--- src/rtl/priority_arbiter.sv ---
// Priority arbiter: grants one of WIDTH requesters access to a shared resource.
// A grant locks until the owner drops its request, enable falls, or the optional
// hold timeout fires while another requester is waiting. Every release is
// followed by exactly one idle cycle before the next grant.
//
// Ports:
//   clk        clock, rising edge
//   rst        asynchronous active-low reset
//   enable     low forces release and blocks new grants
//   latch      permits a new arbitration decision while idle
//   requests   request vector, bit i = requester i
//   grants     registered one-hot grant (or zero)
//   grant_idx  registered binary index of the owner, 0 when idle
//   granted    combinational OR of (grants & requests)
//   busy       registered, high while a grant is held
module priority_arbiter #(
   parameter int unsigned WIDTH   = 8,
   parameter int unsigned RR_MODE = 0,
   parameter int unsigned TIMEOUT = 0,
   localparam int unsigned IDXW   = (WIDTH > 1) ? $clog2(WIDTH) : 1
) (
   input  logic             clk,
   input  logic             rst,
   input  logic             enable,
   input  logic             latch,
   input  logic [WIDTH-1:0] requests,
   output logic [WIDTH-1:0] grants,
   output logic [IDXW-1:0]  grant_idx,
   output logic             granted,
   output logic             busy
);

   localparam int unsigned HCW = (TIMEOUT > 1) ? $clog2(TIMEOUT) : 1;
   // Saturation value of the hold counter; 0 when the timeout is disabled.
   localparam logic [HCW-1:0] HMAX = HCW'((TIMEOUT > 0) ? TIMEOUT - 1 : 0);

   typedef enum logic {StIdle, StGranted} state_e;

   state_e             state_q, state_d;
   logic [WIDTH-1:0]   grants_q, grants_d;
   logic [IDXW-1:0]    idx_q, idx_d;
   logic               busy_q, busy_d;
   logic [IDXW-1:0]    ptr_q, ptr_d;
   logic [HCW-1:0]     hcnt_q, hcnt_d;

   logic               win_found;
   logic [IDXW-1:0]    win_idx;
   logic               owner_req;
   logic               others_req;
   logic               timeout_hit;

   // Winner search: scan upward from ptr (always 0 in fixed-priority mode).
   always_comb begin
      int unsigned pos;
      win_found = 1'b0;
      win_idx   = '0;
      pos       = 0;
      for (int unsigned i = 0; i < WIDTH; i++) begin
         pos = (RR_MODE != 0) ? ((32'(ptr_q) + i) % WIDTH) : i;
         if (!win_found && requests[pos]) begin
            win_found = 1'b1;
            win_idx   = IDXW'(pos);
         end
      end
   end

   assign owner_req   = |(requests & grants_q);
   assign others_req  = |(requests & ~grants_q);
   assign timeout_hit = (TIMEOUT > 0) && (hcnt_q == HMAX) && others_req;

   always_comb begin
      state_d  = state_q;
      grants_d = grants_q;
      idx_d    = idx_q;
      busy_d   = busy_q;
      ptr_d    = ptr_q;
      hcnt_d   = hcnt_q;
      unique case (state_q)
         StIdle: begin
            if (enable && latch && win_found) begin
               state_d  = StGranted;
               grants_d = WIDTH'(1) << win_idx;
               idx_d    = win_idx;
               busy_d   = 1'b1;
               hcnt_d   = '0;
               if (RR_MODE != 0) begin
                  ptr_d = (32'(win_idx) == WIDTH - 1) ? '0 : win_idx + IDXW'(1);
               end
            end
         end
         StGranted: begin
            if (!enable || !owner_req || timeout_hit) begin
               state_d  = StIdle;
               grants_d = '0;
               idx_d    = '0;
               busy_d   = 1'b0;
               hcnt_d   = '0;
            end else if (hcnt_q != HMAX) begin
               // Saturate so a lone owner is never evicted.
               hcnt_d = hcnt_q + HCW'(1);
            end
         end
         default: begin
            state_d  = StIdle;
            grants_d = '0;
            idx_d    = '0;
            busy_d   = 1'b0;
            hcnt_d   = '0;
         end
      endcase
   end

   always_ff @(posedge clk or negedge rst) begin
      if (!rst) begin
         state_q  <= StIdle;
         grants_q <= '0;
         idx_q    <= '0;
         busy_q   <= 1'b0;
         ptr_q    <= '0;
         hcnt_q   <= '0;
      end else begin
         state_q  <= state_d;
         grants_q <= grants_d;
         idx_q    <= idx_d;
         busy_q   <= busy_d;
         ptr_q    <= ptr_d;
         hcnt_q   <= hcnt_d;
      end
   end

   assign grants    = grants_q;
   assign grant_idx = idx_q;
   assign busy      = busy_q;
   assign granted   = owner_req;

endmodule

--- config.mk ---
export PLATFORM = sky130hd
export DESIGN_NAME = priority_arbiter
export DESIGN_NICKNAME = d
export VERILOG_FILES = /design/src/rtl/priority_arbiter.sv
export SDC_FILE = /design/constraint.sdc
export NUM_CORES = 1
export LEC_CHECK = 0
export ABC_AREA = 1
export CORE_AREA = 2 2 54 56
export DETAILED_ROUTE_END_ITERATION = 8
export DIE_AREA = 0 0 56 58
export GPL_ROUTABILITY_DRIVEN = 0
export HOLD_SLACK_MARGIN = 0.12
export PLACE_DENSITY = 0.66
export SKIP_CTS_REPAIR_TIMING = 1
export SYNTH_ARGS = -nofsm -noshare
export SYNTH_HDL_FRONTEND = slang
export SYNTH_SLANG_ARGS = --single-unit
--- constraint.sdc ---
create_clock -name clk -period 1.33 [get_ports clk]
set_clock_uncertainty 0.05 [all_clocks]
set_input_delay 0.399 -clock clk [delete_from_list [all_inputs] [get_ports clk]]
set_output_delay 0.399 -clock clk [all_outputs]
set_load 0.01 [all_outputs]
Yosys cells after proc, flatten, opt, wreduce, memory -nomap -nowiden
Index checks and enable logic that the tools add are counted.
- flip-flop bits (word level): 13
- bits of input ports: 12
- equal/unequal tests: 2
- shift-type cells: 1
- mux-type cells: 27
- bitwise logic cells: 2
- reduce and logical (&&, ||, !) cells: 21
- operator list (kind ; count):
    3-bit 2-to-1 mux ; 7
    8-bit 2-to-1 mux ; 2
    8-bit one-hot mux with 2 select lines ; 1
    1-bit 2-to-1 mux ; 13
    1-bit logical AND ; 9
    1-bit zero test ; 9
    8-bit AND ; 1
    8-bit OR reduction ; 1
    1-bit by 3-bit << shifter with 8-bit output, first input constant ; 1
    3-bit one-hot mux with 2 select lines ; 1
    1-bit one-hot mux with 2 select lines ; 2
    2-bit 2-to-1 mux ; 1
    2-bit by 1-bit != test with 1-bit output, second input constant ; 1
    2-bit != test, second input constant ; 1
    2-bit AND reduction ; 1
    1-bit logical OR ; 1
    1-bit inverter ; 1

Longest topological paths before layout
Gate-level depths: netlist (run 1).
- word-level depth: 25
- depth in mapped cells: 9

Worst setup path after synthesis (run 1)
Ideal clock, no wire load.
- kind: reg2reg
- start: reg grants_q[4] (netlist: grants[4])
- end: reg grants_q[7] (netlist: grants[7])
- data arrival time: 1161 ps
- slack: 3 ps
- stages on the path, launching flop included: 10
- buffers on the path: 1
- clock period less this slack: 1327 ps
- path through: dfrtp_1 > nand2_1 > nand2_1 > nor2_1 > nand2_1 > nand2_1 > nand2_2 > buf_4 > nand3_1 > nand2_1
- longest elaborated chain between the ends: 6
- RTL lines (item ; line ; RTL):
    start, declared ; 40 ; logic [WIDTH-1:0] grants_q, grants_d;
    start signal, assigned ; 123 ; grants_q <= grants_d;
    8-bit AND ; 67 ; assign owner_req = |(requests & grants_q);
    8-bit OR reduction ; 67 ;
    named net granted ; 29 ; output logic granted,
    1-bit zero test ; 92 ; if (!enable || !owner_req || timeout_hit) begin
    1-bit logical OR ; 92 ;
    2-bit by 1-bit != test with 1-bit output (no line) ; - ;
    2-bit AND reduction (no line) ; - ;
The timed path passes the listed nets, and every way through them passes these cells.
A chain may end at the register's enable or synchronous reset.

Worst setup path in the final report (run 1)
- start: reg grants_q[7] (netlist: grants[7])
- end: out granted
- longest elaborated chain between the ends: 2
- RTL lines (item ; line):
    8-bit AND ; 67
    8-bit OR reduction ; 67
    end, declared ; 29
Every way passes these cells.

==> flow_results.org, run 1 <==
** STA
- Setup repair after global routing could not meet its margin everywhere.
- Hold violation total from the final report :: 0
- Dividing the final minimum period by the clock period gives 1.215.
- Worst Hold Margin :: 356.2 ps
- Setup slack on the critical path of the routed design comes to -285.8 ps.
- Minimum clock period :: 1616 ps
- Maximum achievable frequency :: 618.9 MHz
- The max-slew violation total from the final report is 0.
- Setup violations remaining at the end of the flow were counted as 21.
- In this run the tightest slew margin relative to its limit is 0.7606.
- Summed over all failing endpoints, the final setup total negative slack is -1032 ps.
- Worst-margin pin slew :: 355.8 ps

** Pwr
- For this design the static power due to leakage is 0.8764 nW.
- The internal power of the cells totals 0.0007926 W.
- Sequential group share of total power :: 0.383
- Total power density per cell area :: 777.5 nW/um^2
- The analysis attributes to net switching a power of 0.0003893 W.
- The share of total power dissipated in the clock network is 0.217.
- After layout, the design draws a total of 0.001182 W.
- Across the VDD grid, the largest voltage drop is 0.0006016 V.
- Proportion of power drawn by combinational gates :: 0.400
- Of the total power, the share spent switching nets is 0.3294.

** Floorplan
- Number of primary I/O pins :: 25
- Die span in x :: 56 um
- For this configuration, the core starts out at a cell density of 0.2914.
- Vertical die dimension :: 58 um
- After floorplanning, the core was sized to cover 2663 sq um.
- Die Area :: 3248 sq um
- Cell row count :: 19

** Routing
- Before antenna repair, the detailed router went through 4 iterations.
- The routed design has 2571 um of wire.
- Drt first-iter violations :: 30
- Using the TritonRoute via totals, the vias-per-cell ratio works out to 4.828.
- In the final routed layout, each cell accounts on average for 12.67 um.
- After detailed routing, the number of remaining DRC violations is 0.
- Total number of vias :: 980
- In this run the remaining antenna-violating nets after routing total 0.

** Setup path
- WS Path Type :: reg2out
- The worst setup path is captured at a primary output.
- STA classifies the critical path startpoint as a register.
- CP arrival :: 1170 ps
- Along the worst path, the maximum fanout reaches 2.
- Required @ worst endpoint :: 880 ps

** Final layout
- Compared with the post-synthesis result, the final layout area differs by 95.97%.
- 0 antenna diodes ended up in the layout.
- Layout cells sized above 1 :: 0.4884
- After routing the design area is 1520 sq um.
- Highest-count cells in the layout ignoring fill and taps :: sky130_fd_sc_hd__nand2_1 (36), sky130_fd_sc_hd__buf_4 (27), sky130_fd_sc_hd__buf_6 (22)
- The library cell used most frequently in the layout, excluding fill and tap cells, is sky130_fd_sc_hd__nand2_1.
- Nets@finish :: 185

** Min path
- Worst hold path class :: in2async

** Synthesis
- For this run, the number of Yosys warnings is 0.
- Distinct cell type count after synthesis :: 19
- Synthesis produced a netlist whose cell count is 108.
- Cell area after synthesis :: 775.7 sq um
- Sequential share of the synthesized area :: 0.4194
- Number of synthesized register bits :: 13
- A synthesized cell averages 7.183 sq um.
- Counting every net in the synthesized netlist gives 120.

** Clock tree
- The clock passes through at most 2 buffers.
- CTS buffer count :: 3
- Clock-pin slew on the worst setup and hold paths :: 90 ps
- CTS built an H-tree with a depth of 1.
- Insertion delay to the later sink of the worst-skew pair :: 280 ps
- TritonCTS built the clock tree.
- Root Buffer Master :: sky130_fd_sc_hd__clkbuf_4
- # clock sinks :: 13

** Place
- During placement, the flow inserted port buffers numbering 24.
- Detailed placement finished with a half-perimeter wire length of 1720 um.
- Post-placement cell area :: 1256 sq um

** Global routing
- Entering global routing, the biggest net connects 14 pins.
- The number of global-route vias before repair is 917.
- The first global-routing pass estimated 3822 um of wire.
- For this run the aggregate overflow at the end of global routing stands at 0.
- Overall fraction of global-route tracks in use :: 0.1472
- The initial antenna violation count came to 0.

** Job
- The tool flagged a number of max-cap violations equal to 0.

** Run status
- The flow ran to the end, but the final reports show violations.
- Violations in the final reports :: negative setup slack
## critical path: stages, from the launching register on
cell	delay, ps
sky130_fd_sc_hd__dfrtp_1	400
sky130_fd_sc_hd__nand2_1	70
sky130_fd_sc_hd__nand2_1	50
sky130_fd_sc_hd__nor2_1	120
sky130_fd_sc_hd__nand2_1	100
sky130_fd_sc_hd__buf_2	150
## state kept, by name (all words and copies together) (netlist names)
signal and flops:
state_q 1, grant_idx 3, grants 8, busy 1
## logic make-up after synthesis
group,count (synthesis),synth area share
AOI/OAI and AO/OA,5,0.03710
buffers and inverters,13,0.07903
DFF,13,0.4194
and+or+nand+nor,77,0.4645
## power by group through the flow
stage / Combinational [W] / Sequential (W) / Clock [W]
after floorplan: 0.000124 / 0.000473 / 0
after global placement: 0.000370 / 0.000455 / 0
after detailed placement: 0.000375 / 0.000455 / 0
after CTS: 0.000376 / 0.000449 / 0.000263
after global routing: 0.000511 / 0.000458 / 0.000280
final: 0.000473 / 0.000453 / 0.000256
## cell type report
type                    count  area (sq um)
inverters                  10         37.54
multi-input cells          82         504.2
fillers                   237          1142
clock buffers               4         26.28
flip-flops and latches     13         325.3
repair buffers             63         588.1
well taps                  31         38.79
## per-layer routing
metal | vias to the layer above | share of wire | global-route usage
met2 | 40 | 0.52 | 0.2420
met5 | - | 0 | 0
met3 | 7 | 0.059 | 0.02902
li1 | 478 | - | -
met4 | 0 | 0.016 | 0.05782
met1 | 455 | 0.41 | 0.1921
## path summary, 6_finish.rpt
path | startpoint | to | slack [ps] | cells past startpoint
setup / recovery | grants[7] | granted | -290 | 5
hold / removal | rst | grant_idx[0] | 360 | 2
setup reg to reg | grants[7] | grant_idx[0] | -50 | 9
hold reg to reg | grant_idx[1] | grant_idx[1] | 470 | 2
max in group asynchronous | rst | grants[3] | 700 | 2
min in group clk | requests[0] | grants[1] | 440 | 5
## cell usage after synthesis
library cell	n	area (sq um)
sky130_fd_sc_hd__a41oi_1	1	8.760
sky130_fd_sc_hd__and3_1	1	6.260
sky130_fd_sc_hd__buf_2	1	5.000
sky130_fd_sc_hd__buf_4	1	7.510
sky130_fd_sc_hd__buf_6	1	11.26
sky130_fd_sc_hd__dfrtp_1	13	325.3
sky130_fd_sc_hd__inv_1	10	37.54
sky130_fd_sc_hd__nand2_1	43	161.4
sky130_fd_sc_hd__nand2_2	2	12.51
sky130_fd_sc_hd__nand2_4	1	11.26
sky130_fd_sc_hd__nand3_1	13	65.06
sky130_fd_sc_hd__nand3_2	2	20.02
sky130_fd_sc_hd__nand4_1	1	6.260
sky130_fd_sc_hd__nor2_1	7	26.28
sky130_fd_sc_hd__nor2_2	1	6.260
sky130_fd_sc_hd__nor2_4	2	22.52
sky130_fd_sc_hd__nor3_1	2	10.01
sky130_fd_sc_hd__nor4_1	2	12.51
sky130_fd_sc_hd__o21ai_0	4	20.02
## per-stage QoR
stage | std cells | util | setup WS, ps
finish | 203 | 0.5710 | -285.8
floorplan | 108 | - | 2.677
global route | 203 | 0.5710 | -359.1
global placement | 190 | 0.4718 | -780.7
CTS | 194 | 0.4817 | -789.7
detailed placement | 190 | 0.4718 | -790.4
(Power assumes the default switching activity.)
==> run 2, diff against run 1 <==
--- a/config.mk
+++ b/config.mk
@@ -7,10 +7,12 @@
 export LEC_CHECK = 0
 export ABC_AREA = 1
 export CORE_AREA = 2 2 54 56
+export CTS_BUF_LIST = sky130_fd_sc_hd__clkbuf_8
 export DETAILED_ROUTE_END_ITERATION = 8
 export DIE_AREA = 0 0 56 58
 export GPL_ROUTABILITY_DRIVEN = 0
 export HOLD_SLACK_MARGIN = 0.12
+export MAX_ROUTING_LAYER = met4
 export PLACE_DENSITY = 0.66
 export SKIP_CTS_REPAIR_TIMING = 1
 export SYNTH_ARGS = -nofsm -noshare
==> run 2 against run 1 <==
Effect of this change: sequential share of layout area decreased by 1.1 points; die area unchanged; fmax increased by 1.6%; cell area increased by 5.6%; the flow still finishes with violations (negative setup slack); power increased by 11%; cell count decreased by 0.99%; critical path depth unchanged; setup slack improved by 26 ps; highest routed layer unchanged.
==> flow_results.org, run 2 (synthesis gave the netlist of run 1 again) <==
** Run status
- Result of the run :: complete, but fails checks
- Violations in the final reports :: negative setup slack

** Job
- Max-cap violations in this run came to 0.

** Pwr
- The analysis attributes to cell leakage a power of 0.9320 nW.
- Maximum resistive drop on vdd :: 0.0006193 V
- Total power density per cell area :: 816.2 nW/um^2
- Of the total power, the share spent switching nets is 0.3204.
- The share of total power dissipated in the clock network is 0.267.
- Sequential group share of total power :: 0.349
- The completed layout was analyzed and its total power is 0.001310 W.
- Internal power comes to 0.0008905 W.
- Sw Pwr :: 0.0004197 W
- Proportion of power drawn by combinational gates :: 0.383

** Setup path
- At the worst endpoint, the required time is 880 ps.
- Top delay family on crit path :: flip-flops
- Number of cells on the worst reg-to-reg path :: 9
- In this run the worst path has a maximum fanout of 2.
- The critical path is of the reg2out type.
- Traced cell by cell, the critical path runs through nand2_1, nand2_1, nor2_1, nand2_1, buf_2.
- CP endpoint kind :: primary output
- STA classifies the critical path startpoint as a register.
- Standard cell with the maximum stage delay on the critical path :: sky130_fd_sc_hd__dfrtp_1
- The largest single stage delay on the critical path is 390 ps.
- CP arrival :: 1140 ps
- Crit path buf inv count :: 1
- Critical path depth in cells :: 5
- Among the stages of the critical path, the cell type that occurs most often is sky130_fd_sc_hd__nand2_1.

** Final layout
- Layout cells sized above 1 :: 0.5294
- Number of diodes added for antenna fixing :: 0
- The area growth from synthesis to layout is 106.9%.
- The register with the most flip-flops in the layout has 8 of them.
- The library cells used most frequently in the layout, excluding fill and tap cells, are sky130_fd_sc_hd__nand2_1 (27), sky130_fd_sc_hd__buf_6 (27), sky130_fd_sc_hd__buf_4 (21).
- Nets@finish :: 183

** Routing
- Top Layer Used :: met4
- Drt first-iter violations :: 10
- Total number of vias :: 974
- Number of antenna-violating nets in the routed design :: 0
- Count of TritonRoute iterations in the first routing pass :: 4
- After detailed routing, the number of vias per cell comes to 4.846.
- For this block, the routed nets add up to 2804 um of wire.
- Number of design rule violations left after detail routing :: 0
- Met1 routed wirelength after detailed routing :: 1121 um
- Detailed routing placed a total of 113 um of wire on met3.
- Wire segments on met2 add up to 1534 um in the final route.
- Drt wl/cell :: 13.95 um

** STA
- Minimum clock period :: 1590 ps
- Measured against its own limit, the worst slew margin works out to 0.6885.
- Setup repair after global routing could not meet its margin everywhere.
- Of the available clock period, the critical path in the final layout requires 1.196.
- For the pin with the worst max-slew slack, the measured transition is 462.9 ps.
- Derived from the worst setup path, the maximum achievable clock frequency is 628.9 MHz.
- The max-slew violation total from the final report was 0.
- In the post-route analysis, the smallest setup slack over all paths is -260.2 ps.
- Aggregate negative setup slack :: -1416 ps
- Hold violation total from the final report :: 0
- Total of endpoints with negative setup slack in the final report :: 15

** Floorplan
- Cell row count :: 19
- The die is 58 um tall.
- Measured along the x axis, the die boundary spans 56 um.
- Die Area :: 3248 sq um
- Placeable core region :: 2663 sq um
- For this configuration, the core starts out at a cell density of 0.2914.
- Number of primary I/O pins :: 25

** Clock tree
- TritonCTS clock tree :: yes
- Longest Clk Path Bufs :: 2
- CTS HTree Levels :: 1
- Buffers inserted during clock tree synthesis total 3.
- The clock reaches the later pin of the worst-skew pair after 240 ps.
- Root Buffer Master :: sky130_fd_sc_hd__clkbuf_8
- Clock-pin slew on the worst setup and hold paths :: 60 ps
- # clock sinks :: 13

** Global routing
- Number of antenna violations at the first check in global routing :: 0
- Vias in the first global route :: 937
- The first global-routing pass estimated 3919 um of wire.
- Maximum number of pins on one net before global-route repair :: 14
- The total overflow left after global routing is 0.
- Overall fraction of global-route tracks in use :: 0.1551

** Min path
- The tightest min-delay check is of the in2async type.

** Place
- Placed wire-length estimate after detailed placement :: 1720 um
- Number of buffer cells added on primary ports :: 24
- Worst slack at placement :: -790.4 ps
run 2: area by class of cell:
class / instances / area [sq um]
inverters: 10 / 37.54
multi-input cells: 82 / 556.8
flip-flops and latches: 13 / 325.3
repair buffers: 61 / 601.8
clock buffers: 3 / 41.29
fillers: 228 / 1057
well taps: 31 / 38.79
clock inverters: 1 / 3.754
run 2: power by group through the flow:
stage / Combinational [W] / Clock, W / Sequential (W)
floorplan: 0.000124 / 0 / 0.000473
global placement: 0.000370 / 0 / 0.000455
detailed placement: 0.000375 / 0 / 0.000455
CTS: 0.000377 / 0.000357 / 0.000450
global route: 0.000538 / 0.000378 / 0.000464
finish: 0.000502 / 0.000350 / 0.000458
run 2: final timing paths:
path / start / end / slack (ps)
setup / recovery: grants[0] / granted / -260
hold / removal: rst / grant_idx[0] / 410
setup reg to reg: grants[0] / grants[7] / -90
hold reg to reg: grant_idx[1] / grant_idx[1] / 460
max in group asynchronous: rst / busy / 660
min in group clk: grant_idx[1] / grant_idx[1] / 460
run 2: through the flow:
step	hold slack [ps]	util	std cells	area [sq um]
2_1_floorplan	53.41	-	108	775.7
3_3_place_gp	408.3	0.4718	190	1256
3_5_place_dp	411.1	0.4718	190	1256
4_1_cts	410.6	0.4887	194	1301
5_1_grt	425.0	0.6029	201	1605
6_report	409.3	0.6029	201	1605
run 2: per-layer routing:
metal  global-route usage  vias up
li1                     -      469
met1               0.1964      466
met2               0.2521       33
met3              0.02455        6
met4              0.05782        0
met5                    -        -
==> run 3, diff against run 2 <==
--- a/config.mk
+++ b/config.mk
@@ -5,15 +5,14 @@
 export SDC_FILE = /design/constraint.sdc
 export NUM_CORES = 1
 export LEC_CHECK = 0
-export ABC_AREA = 1
-export CORE_AREA = 2 2 54 56
+export CORE_AREA = 2 2 51 53
 export CTS_BUF_LIST = sky130_fd_sc_hd__clkbuf_8
 export DETAILED_ROUTE_END_ITERATION = 8
-export DIE_AREA = 0 0 56 58
+export DIE_AREA = 0 0 53 55
 export GPL_ROUTABILITY_DRIVEN = 0
 export HOLD_SLACK_MARGIN = 0.12
 export MAX_ROUTING_LAYER = met4
-export PLACE_DENSITY = 0.66
+export PLACE_DENSITY = 0.68
 export SKIP_CTS_REPAIR_TIMING = 1
 export SYNTH_ARGS = -nofsm -noshare
 export SYNTH_HDL_FRONTEND = slang
==> run 3 against run 2 <==
Effect of this change: the run still ends with negative setup slack left; fmax is 6.6% lower; synthesized cell count is 41% lower; non-clock buffer count is 2 lower; first-iteration DRC count is 60% lower; sequential cell count stayed put; register-to-register slack lost 200 ps; combinational power shrank 11%; sequential power shrank 3%; largest cell class unchanged.
==> flow_results.org, run 3 <==
** Global routing
- Maximum number of pins on one net before global-route repair :: 14
- The first global-routing pass estimated 3422 um of wire.
- Grt ovf :: 0
- The number of global-route vias before repair is 791.
- Number of antenna violations at the first check in global routing :: 0
- For this run, the total global-route usage over all layers was measured as 0.1766.

** Routing
- Number of antenna-violating nets in the routed design :: 0
- Drt first-iter violations :: 4
- For this block, the via count after detailed routing is 815.
- For this run, design rule violations remaining after detail routing come to 0.
- The first TritonRoute pass finished after 4 iterations.
- The routed design has 2407 um of wire.
- After detailed routing, the average wire length per cell comes to 15.33 um.
- Ratio of routed vias to standard cells :: 5.191

** Setup path
- For the worst setup path, the data arrival time is 1250 ps.
- The critical path is of the reg2out type.
- Required @ worst endpoint :: 880 ps
- The setup check on the worst reg-to-reg path leaves a slack of -290 ps.
- Measured in cells, the most critical reg-to-reg path has a length of 7.
- FF-to-FF End :: grants[7]
- Critical register-to-register path startpoint :: grants[1]
- CP Launch Type :: register
- The worst setup path is captured at a primary output.
- In this run the worst path has a maximum fanout of 2.

** Synthesis
- Number of nets produced by synthesis :: 76
- Average cell area after synthesis :: 11.10 sq um
- The Yosys step of the flow raised 0 warnings.
- The synthesized netlist contains 30 unique library cells.
- Cell count after synthesis :: 64
- Area fraction of the dominant cell type after synthesis :: 0.4577
- By instance count, the leading cell after synthesis is sky130_fd_sc_hd__dfrtp_1.
- Post-synth top area cell :: sky130_fd_sc_hd__dfrtp_1
- Ranking of synthesized cells by area :: sky130_fd_sc_hd__dfrtp_1 (46%), sky130_fd_sc_hd__a32o_1 (7.0%), sky130_fd_sc_hd__nor2_1 (5.3%), sky130_fd_sc_hd__a22oi_1 (4.2%), sky130_fd_sc_hd__nor4_4 (3.0%)
- The synthesized design contains 0 enable-type register cells.
- Number of synthesized register bits :: 13
- Of the synthesized area, sequential elements account for 0.4577.
- Share of flip-flops with an asynchronous set or reset :: 1.000
- Cell area after synthesis :: 710.7 sq um
- For this run, the leading register cell type out of synthesis is sky130_fd_sc_hd__dfrtp_1.
- Most frequent cells after synthesis :: sky130_fd_sc_hd__dfrtp_1 (13), sky130_fd_sc_hd__nor2_1 (10), sky130_fd_sc_hd__a32o_1 (5)

** Floorplan
- The initial utilization of the core area, before any placement, comes to 0.3005.
- Number of primary I/O pins :: 25
- Cell row count :: 18
- The die covers 2915 sq um.
- Vertical die dimension :: 55 um
- Placeable core region :: 2365 sq um
- The floorplan step set the die width to 53 um.

** STA
- Post-route fraction of the period consumed by the critical path :: 1.280
- Maximum achievable frequency :: 587.5 MHz
- The number of hold-slack violations in the final timing report is 0.
- Summed over all failing endpoints, the final setup total negative slack is -3488 ps.
- Final Max Slew Viols :: 0
- Final critical-path setup slack :: -372.0 ps
- Minimum clock period :: 1702 ps
- Setup repair after global routing could not meet its margin everywhere.
- Setup violations remaining at the end of the flow were counted as 17.
- Worst-margin pin slew :: 390.0 ps
- Worst slew slack as a fraction of its limit :: 0.7359

** Clock tree
- CTS buffer count :: 3
- TritonCTS clock tree :: yes
- Clock-pin slew on the worst setup and hold paths :: 60 ps
- Root Buffer Master :: sky130_fd_sc_hd__clkbuf_8
- Insertion delay to the later sink of the worst-skew pair :: 240 ps
- In this run the number of H-tree levels came out at 1.
- Longest Clk Path Bufs :: 2
- The clock drives 13 sinks.

** Run status
- The final reports fail on negative setup slack.
- Result of the run :: complete, but fails checks

** Place
- Placed wire-length estimate after detailed placement :: 1716 um
- In this run the tool buffered the top-level ports with 24 buffer cells.
- Worst slack at placement :: -946.7 ps
- Dpl cells :: 146

** Final layout
- The register with the most flip-flops in the layout has 8 of them.
- Relative to the synthesized area, the layout overhead comes to 108.5%.
- In the final layout, the share of cells above drive strength 1 is 0.5433.
- In the final design database the tool counted 140 nets.
- Most common library cell in the layout ignoring fill and taps :: sky130_fd_sc_hd__buf_6
- Post-layout instance count excluding filler cells :: 157
- Measured on the finished design, the core utilization comes to 0.6265.
- Highest-count cells in the layout ignoring fill and taps :: sky130_fd_sc_hd__buf_6 (26), sky130_fd_sc_hd__buf_4 (18), sky130_fd_sc_hd__dfrtp_1 (13)
- 0 antenna diodes ended up in the layout.

** Pwr
- In this run the static leakage power is 0.7702 nW.
- Total power density per cell area :: 834.7 nW/um^2
- Maximum resistive drop on vdd :: 0.0007188 V

** Job
- Max-capacitance violation count :: 0

** Min path
- The worst hold path belongs to the class in2async.
==> run 3: how the worst max path moves through the flow <==
stage / end / depth (start not counted) / from / slack, ps
floorplan: grants[5] / 4 / requests[4] / -120
global placement: granted / 5 / requests[3] / -970
detailed placement: granted / 5 / requests[3] / -950
CTS: granted / 5 / requests[0] / -970
global route: granted / 4 / grants[4] / -410
finish: granted / 4 / grants[1] / -370
==> run 3: report_power, final <==
group          switching, W  total (W)  internal [W]
Clock              0.000144   0.000348      0.000204
Combinational      0.000193   0.000445      0.000252
Sequential        0.0000187   0.000443      0.000425
==> run 3: routing by layer <==
layer,vias to the layer above,track usage,wire length [um]
met4,0,0.1026,61
met2,28,0.3021,1256
met1,397,0.1930,983
met3,6,0.03495,106
li1,384,-,-
met5,-,-,0
==> run 3: through the flow <==
step | hold slack [ps] | total power [W] | area, sq um
2_1_floorplan | 53.41 | 0.0005734 | 742.0
3_3_place_gp | 412.3 | 0.0008042 | 1230
3_5_place_dp | 436.5 | 0.0008078 | 1230
4_1_cts | 408.8 | 0.001167 | 1275
5_1_grt | 437.5 | 0.001304 | 1481
6_report | 408.3 | 0.001237 | 1481
==> run 3: final cells by class <==
type	instances	area, sq um
fill	197	883.3
timing repair buffer	59	590.6
multi-input combinational	48	469.2
sequential	13	325.3
clock buffer	3	41.29
tap	30	37.54
inverter	3	13.76
clock inverter	1	3.754
==> run 3: logic make-up (layout without fill, tap and decap cells) <==
kind of cell           Yosys count  in the layout  synth area share
AND/OR/NAND/NOR                 23             23            0.2060
flip-flops                      13             13            0.4577
buffers and inverters            3             66           0.01584
AO/OA/AOI/OAI                   24             24            0.3046
multiplexers                     1              1           0.01584
==> run 3: worst max-delay path: stages (launching register included) <==
cell and delay (ps):
sky130_fd_sc_hd__dfrtp_1 400, sky130_fd_sc_hd__a22oi_1 180, sky130_fd_sc_hd__and4_4 280, sky130_fd_sc_hd__inv_4 40, sky130_fd_sc_hd__buf_6 110
